File: config.mk
export PLATFORM = sky130hd
export DESIGN_NAME = seq_array_mult
export DESIGN_NICKNAME = d
export VERILOG_FILES = /design/src/rtl/seq_array_mult_pkg.sv /design/src/rtl/array_row_p.sv /design/src/rtl/seq_array_mult.sv
export SDC_FILE = /design/constraint.sdc
export NUM_CORES = 1
export LEC_CHECK = 0
export CAP_MARGIN = 15
export CORE_ASPECT_RATIO = 1.1
export CORE_MARGIN = 2
export CORE_UTILIZATION = 58
export CTS_CLUSTER_DIAMETER = 50
export DETAILED_ROUTE_END_ITERATION = 6
export DONT_BUFFER_PORTS = 1
export PLACE_DENSITY = 0.74
export SLEW_MARGIN = 0
export SYNTH_ARGS = -nofsm -noshare
export SYNTH_HDL_FRONTEND = slang
export SYNTH_SLANG_ARGS = --single-unit
File: constraint.sdc
create_clock -name clk -period 4.2 [get_ports clk]
set_input_delay 0.84 -clock clk [delete_from_list [all_inputs] [get_ports clk]]
set_output_delay 0.84 -clock clk [all_outputs]
set_load 0.02 [all_outputs]
File: src/rtl/seq_array_mult_pkg.sv
// Shared definitions for the sequential array multiplier.
//   state_e : FSM state encoding (idle / run / done)
//   clog2   : ceiling log2, used to size the row counter
package seq_array_mult_pkg;

  typedef enum logic [1:0] {
    StIdle = 2'd0,
    StRun  = 2'd1,
    StDone = 2'd2
  } state_e;

  // Ceiling log2; returns 1 for values <= 2 so a counter is never zero width.
  function automatic int unsigned clog2(input int unsigned value);
    int unsigned result;
    int unsigned v;
    result = 0;
    v      = (value > 1) ? value - 1 : 1;
    while (v > 0) begin
      result = result + 1;
      v      = v >> 1;
    end
    return result;
  endfunction

endpackage

File: src/rtl/array_row_p.sv
// One row of an unsigned array multiplier: adds the gated multiplicand to an
// incoming partial sum.
// Ports:
//   a     [WIDTH-1:0] multiplicand
//   b                 multiplier bit gating this row
//   s_in  [WIDTH-1:0] incoming partial sum
//   s_out [WIDTH-1:0] row sum
//   c_out             row carry out
module array_row_p #(
  parameter int unsigned WIDTH = 8
) (
  input  logic [WIDTH-1:0] a,
  input  logic             b,
  input  logic [WIDTH-1:0] s_in,
  output logic [WIDTH-1:0] s_out,
  output logic             c_out
);

  logic [WIDTH-1:0] w_pp;

  assign w_pp           = a & {WIDTH{b}};
  assign {c_out, s_out} = {1'b0, s_in} + {1'b0, w_pp};

endmodule

File: src/rtl/seq_array_mult.sv
// Sequential unsigned multiplier reusing a single array-multiplier row per
// clock. One product bit is retired each cycle into a low-half shift register
// while the upper half accumulates in acc.
// Optional build macro: SEQ_ARRAY_MULT_EARLY_TERM_EN finishes as soon as the
// remaining multiplier bits are zero (same results, shorter latency).
// Ports:
//   clk     system clock, rising edge
//   rst     synchronous active-high reset
//   start   begin a multiply (honoured in idle or done)
//   a, b    [WIDTH-1:0] operands, captured on the accepted start
//   busy    high while rows are being processed
//   done    one-cycle pulse when product becomes valid
//   product [2*WIDTH-1:0] result, held until the next completion or reset
module seq_array_mult
  import seq_array_mult_pkg::*;
#(
  parameter int unsigned WIDTH = 8
) (
  input  logic                 clk,
  input  logic                 rst,
  input  logic                 start,
  input  logic [WIDTH-1:0]     a,
  input  logic [WIDTH-1:0]     b,
  output logic                 busy,
  output logic                 done,
  output logic [2*WIDTH-1:0]   product
);

  localparam int unsigned CntW = clog2(WIDTH);

  state_e            r_state;
  logic [WIDTH-1:0]  r_a;
  logic [WIDTH-1:0]  r_b;
  logic [WIDTH-1:0]  r_acc;
  logic [WIDTH-1:0]  r_low;
  logic [CntW-1:0]   r_k;

  logic [WIDTH-1:0]   w_s;
  logic               w_c;
  logic [WIDTH-1:0]   w_acc_next;
  logic [WIDTH-1:0]   w_low_next;
  logic               w_last;
  logic               w_finish;
  logic [2*WIDTH-1:0] w_prod;

  array_row_p #(
    .WIDTH (WIDTH)
  ) u_row (
    .a     (r_a),
    .b     (r_b[0]),
    .s_in  (r_acc),
    .s_out (w_s),
    .c_out (w_c)
  );

  // The row's LSB is final and shifts into the low half; the carry becomes
  // the new accumulator MSB.
  assign w_acc_next = {w_c, w_s[WIDTH-1:1]};
  assign w_low_next = {w_s[0], r_low[WIDTH-1:1]};
  assign w_last     = (r_k == CntW'(WIDTH - 1));

`ifdef SEQ_ARRAY_MULT_EARLY_TERM_EN
  logic               w_rest_zero;
  logic [2*WIDTH-1:0] w_full;

  assign w_rest_zero = (r_b[WIDTH-1:1] == '0);
  assign w_full      = {w_acc_next, w_low_next};
  assign w_finish    = w_last | w_rest_zero;
  // Only k+1 bits have entered the low half; align as if the zero rows ran.
  assign w_prod      = w_full >> (CntW'(WIDTH - 1) - r_k);
`else
  assign w_finish    = w_last;
  assign w_prod      = {w_acc_next, w_low_next};
`endif

  always_ff @(posedge clk) begin
    if (rst) begin
      r_state <= StIdle;
      r_a     <= '0;
      r_b     <= '0;
      r_acc   <= '0;
      r_low   <= '0;
      r_k     <= '0;
      busy    <= 1'b0;
      done    <= 1'b0;
      product <= '0;
    end else begin
      case (r_state)
        StIdle, StDone: begin
          done <= 1'b0;
          if (start) begin
            r_a     <= a;
            r_b     <= b;
            r_acc   <= '0;
            r_low   <= '0;
            r_k     <= '0;
            busy    <= 1'b1;
            r_state <= StRun;
          end else begin
            busy    <= 1'b0;
            r_state <= StIdle;
          end
        end
        StRun: begin
          r_acc <= w_acc_next;
          r_low <= w_low_next;
          r_b   <= r_b >> 1;
          r_k   <= r_k + CntW'(1);
          if (w_finish) begin
            product <= w_prod;
            busy    <= 1'b0;
            done    <= 1'b1;
            r_state <= StDone;
          end
        end
        default: begin
          busy    <= 1'b0;
          done    <= 1'b0;
          r_state <= StIdle;
        end
      endcase
    end
  end

endmodule
==> metrics.md <==
| Metric | Value |
|---|---|
| Critical path launch point type | flop |
| CTS tree | built |
| Vias post-DR | about 1.8k |
| Hold Path Origin | r_a[2] |
| Number of buffers added on ports | 0 |
| Setup ws final | roughly 1.8 ns |
| Initial antenna violation count | 0 |
| Worst EP required | 4.39 ns |
| Total Routing Usage GR | 0.214 |
| WL final | approximately 4.4 mm |
| CP most frequent cell | a211o_1 |
| Min-Delay Path Class | reg2reg |
| Worst slew margin | 0.304 |
| Clock transition at path regs | roughly 0.09 ns |
| R2R cell count | 7 |
| Setup Buffers After CTS | 0 |
| Htree depth | 2 |
| Period utilisation layout | 0.560 |
| Layout cells sized above 1 | 0.0498 |
| DR iter-0 viols | 72 |
| Largest net degree at the start of global routing | 46 |
| Final Hold Vio Count | 0 |
| Pwr/cell area | between 300 and 400 mW/mm^2 |
| CP delay by family, top | compound AO/OA/AOI/OAI gates |
| Root Buffer | clkbuf_8 |
| Critical Path Sink Type | flop |
| Number of detailed-route iterations in the first pass | 4 |
| Share of the synthesized area in the top cell type | 0.457 |
| WP data arrival | around 2.5 ns |
| Placed Cells | 305 |
| CP Buf/Inv Count | 0 |
| RSZ-0062 raised after global routing | false |
| Most common cell after layout, fill and taps aside | nand2_1 |
| Sequential area share after synthesis | 0.457 |
| Post-synthesis register bit count | 53 |
| Hpwl dp | between 3 and 4 mm |
| CP Max Fanout | 9 |
| CP startpoint | r_b[0] |
| Syn_nets | approximately 300 |
| Avg WL per Cell | ~14 microns |
| P_leak | approximately 0.98 nW |
| First-pass GRT wire length | between 7 and 8 mm |
| Cell area after technology mapping | 0.00232 sq mm |
| Starting Density | 0.595 |
| Skew final | about 0.0051 ns |
| Vias in the first global route | between 1.5k and 2k |
| Achievable frequency | roughly 420 MHz |
| Yosys cell types | 38 |
| Cells after Synth | 268 |
| Die Wd | roughly 64 microns |
| PostCTS Resize Cnt | 0 |
| WHS Path Cells | 2 |
| Antenna Nets Post-Route | 0 |
| Final Max Slew Viols | 0 |
| CP Cell Sequence | and2_1, ha_1, fa_1, a211o_1, a211o_1, a2111oi_2, nor4_1 |
| Critical path's slowest cell | fa_1 |
| DRC | 0 |
| Vias per std cell | 5.84 |
| Worst Path Class, Setup | reg2reg |
| Clock buffer depth | 2 |
| Final nets | 290 |
| Congestion Overflow GR | 0 |
| Die Height | slightly above 70 microns |
| Worst flop-to-flop path startpoint | r_b[0] |
| YS warnings | 0 |
| Status | finished clean |
| Min Tclk post-route | about 2.4 ns |
| CP max stage delay | roughly 0.44 ns |
| Top cell type by total area after synthesis | dfxtp_1 |
| Setup tns final | 0 ns |
| Placer congestion estimate | between 0.9 and 1 |
| Rows | 24 |
| Worst skew pair latency | around 0.30 ns |
| Antenna Cells | 0 |
| Area Growth Syn to Fin | 5.44% |
| Setup-failing EPs final | 0 |
| Core ar. | between 0.003 and 0.004 sq mm |
| Hold buffer count at cts | 0 |
| Max-cap violations | 0 |
| Die Footprint | around 0.0045 sq mm |
| Total CTS buffers | 5 |
| I/O pins | 37 |
| Worst VDD drop | around 0.25 mV |
| Commonest non-fill, non-tap cells in the layout | nand2_1, dfxtp_1, a21oi_1 |
| Total clock sinks | between 50 and 60 |
| Critical path depth | 7 |
| Synth Area per Inst | between 8 and 9 sq um |
| Synth area leaders | dfxtp_1, nand2_1, ha_1, a21oi_1, a22o_1 |
| Fillers | around 360 |
| Non-filler instance count after layout | around 310 |
| Worst Max-Slew Pin Slew | 1.04 ns |
| Post-Place Setup Slack | 1.86 ns |
## routing by layer
metal  GRT usage  wire (microns)
met2       0.345            2020
met4      0.0875              67
met1       0.278            2110
met5           0               0
met3      0.0451             183
## through the flow
stage,utilization,hold slack (ns),instance area [sq um],power [W]
detailed placement,0.597,0.442,2330,0.000592
global route,0.628,0.477,2450,0.000973
finish,0.628,0.452,2450,0.000935
global placement,0.597,0.436,2330,0.000591
CTS,0.628,0.455,2450,0.000945
floorplan,-,0.426,2320,0.000587
## state kept, by name, indices dropped and copies added (netlist names)
signal	count
r_state	2
r_a	8
r_low	7
r_acc	8
done	1
r_b	8
r_k	3
product	16
## cell usage after synthesis
cell type  instances
nor3_1             4
nor4_1             1
a211oi_2           1
or3_1              2
nor3_2             1
ha_1              10
o21a_1             3
o2111ai_1          2
a21oi_1           23
o21ai_1            3
clkbuf_1           9
nand2_1           59
nand3b_1           5
xor2_1             1
buf_2              5
o311ai_1           2
a311oi_1           7
o41ai_1            1
and2_1            11
nand3_1            5
fa_1               1
a22oi_1            3
nand2b_1           3
a2111oi_2          1
nand4b_1           1
a211oi_1           2
nor2_1            21
a2111o_1           1
dfxtp_1           53
buf_1              2
a211o_1            3
or2_2              1
a21o_1             3
o21ai_0            2
a22o_1            10
o211ai_1           2
nor2b_1            2
a32o_1             2
## power breakdown
group          switching [W]  leakage, nW  internal [W]
Clock               0.000161       0.0574      0.000194
Sequential        0.00000984        0.430      0.000516
Combinational      0.0000338        0.494     0.0000197
## path summary, 6_finish.rpt
| check | endpoint | slack [ns] |
|---|---|---|
| hold reg to reg | r_a[2] | 0.45 |
| setup reg to reg | product[15] | 1.85 |
| hold / removal | r_a[2] | 0.45 |
| setup / recovery | product[15] | 1.85 |
## tightest hold or removal path: cells and delay by family, from the launching register on
kind	cells	cell delay (ns)
AO/OA/AOI/OAI	1	0.05
flip-flops	1	0.32
AND/OR/NAND/NOR	1	0.05
## layout make-up
| cell class | count | area [sq um] | share of cell area |
|---|---|---|---|
| Clock buffer | 6 | 82.6 | 0.0337 |
| Clock inverter | 2 | 37.5 | 0.0153 |
| Multi-Input combinational cell | 199 | 1200 | 0.488 |
| Sequential cell | 53 | 1060 | 0.433 |
| Tap cell | 52 | 65.1 | 0.0266 |
| Timing Repair Buffer | 1 | 7.51 | 0.00306 |
## logic make-up (layout without fill, tap and decap cells)
kind of cell             after synthesis  count (layout)  synth area share
AO/OA/AOI/OAI                         71              71             0.222
XOR/XNOR                               1               1           0.00377
adder cells (fa/ha/maj)               11              11            0.0625
buffers and inverters                 16               9            0.0285
flip-flops                            53              53             0.457
AND/OR/NAND/NOR                      116             116             0.227
Power figures use the tool's default switching activity.
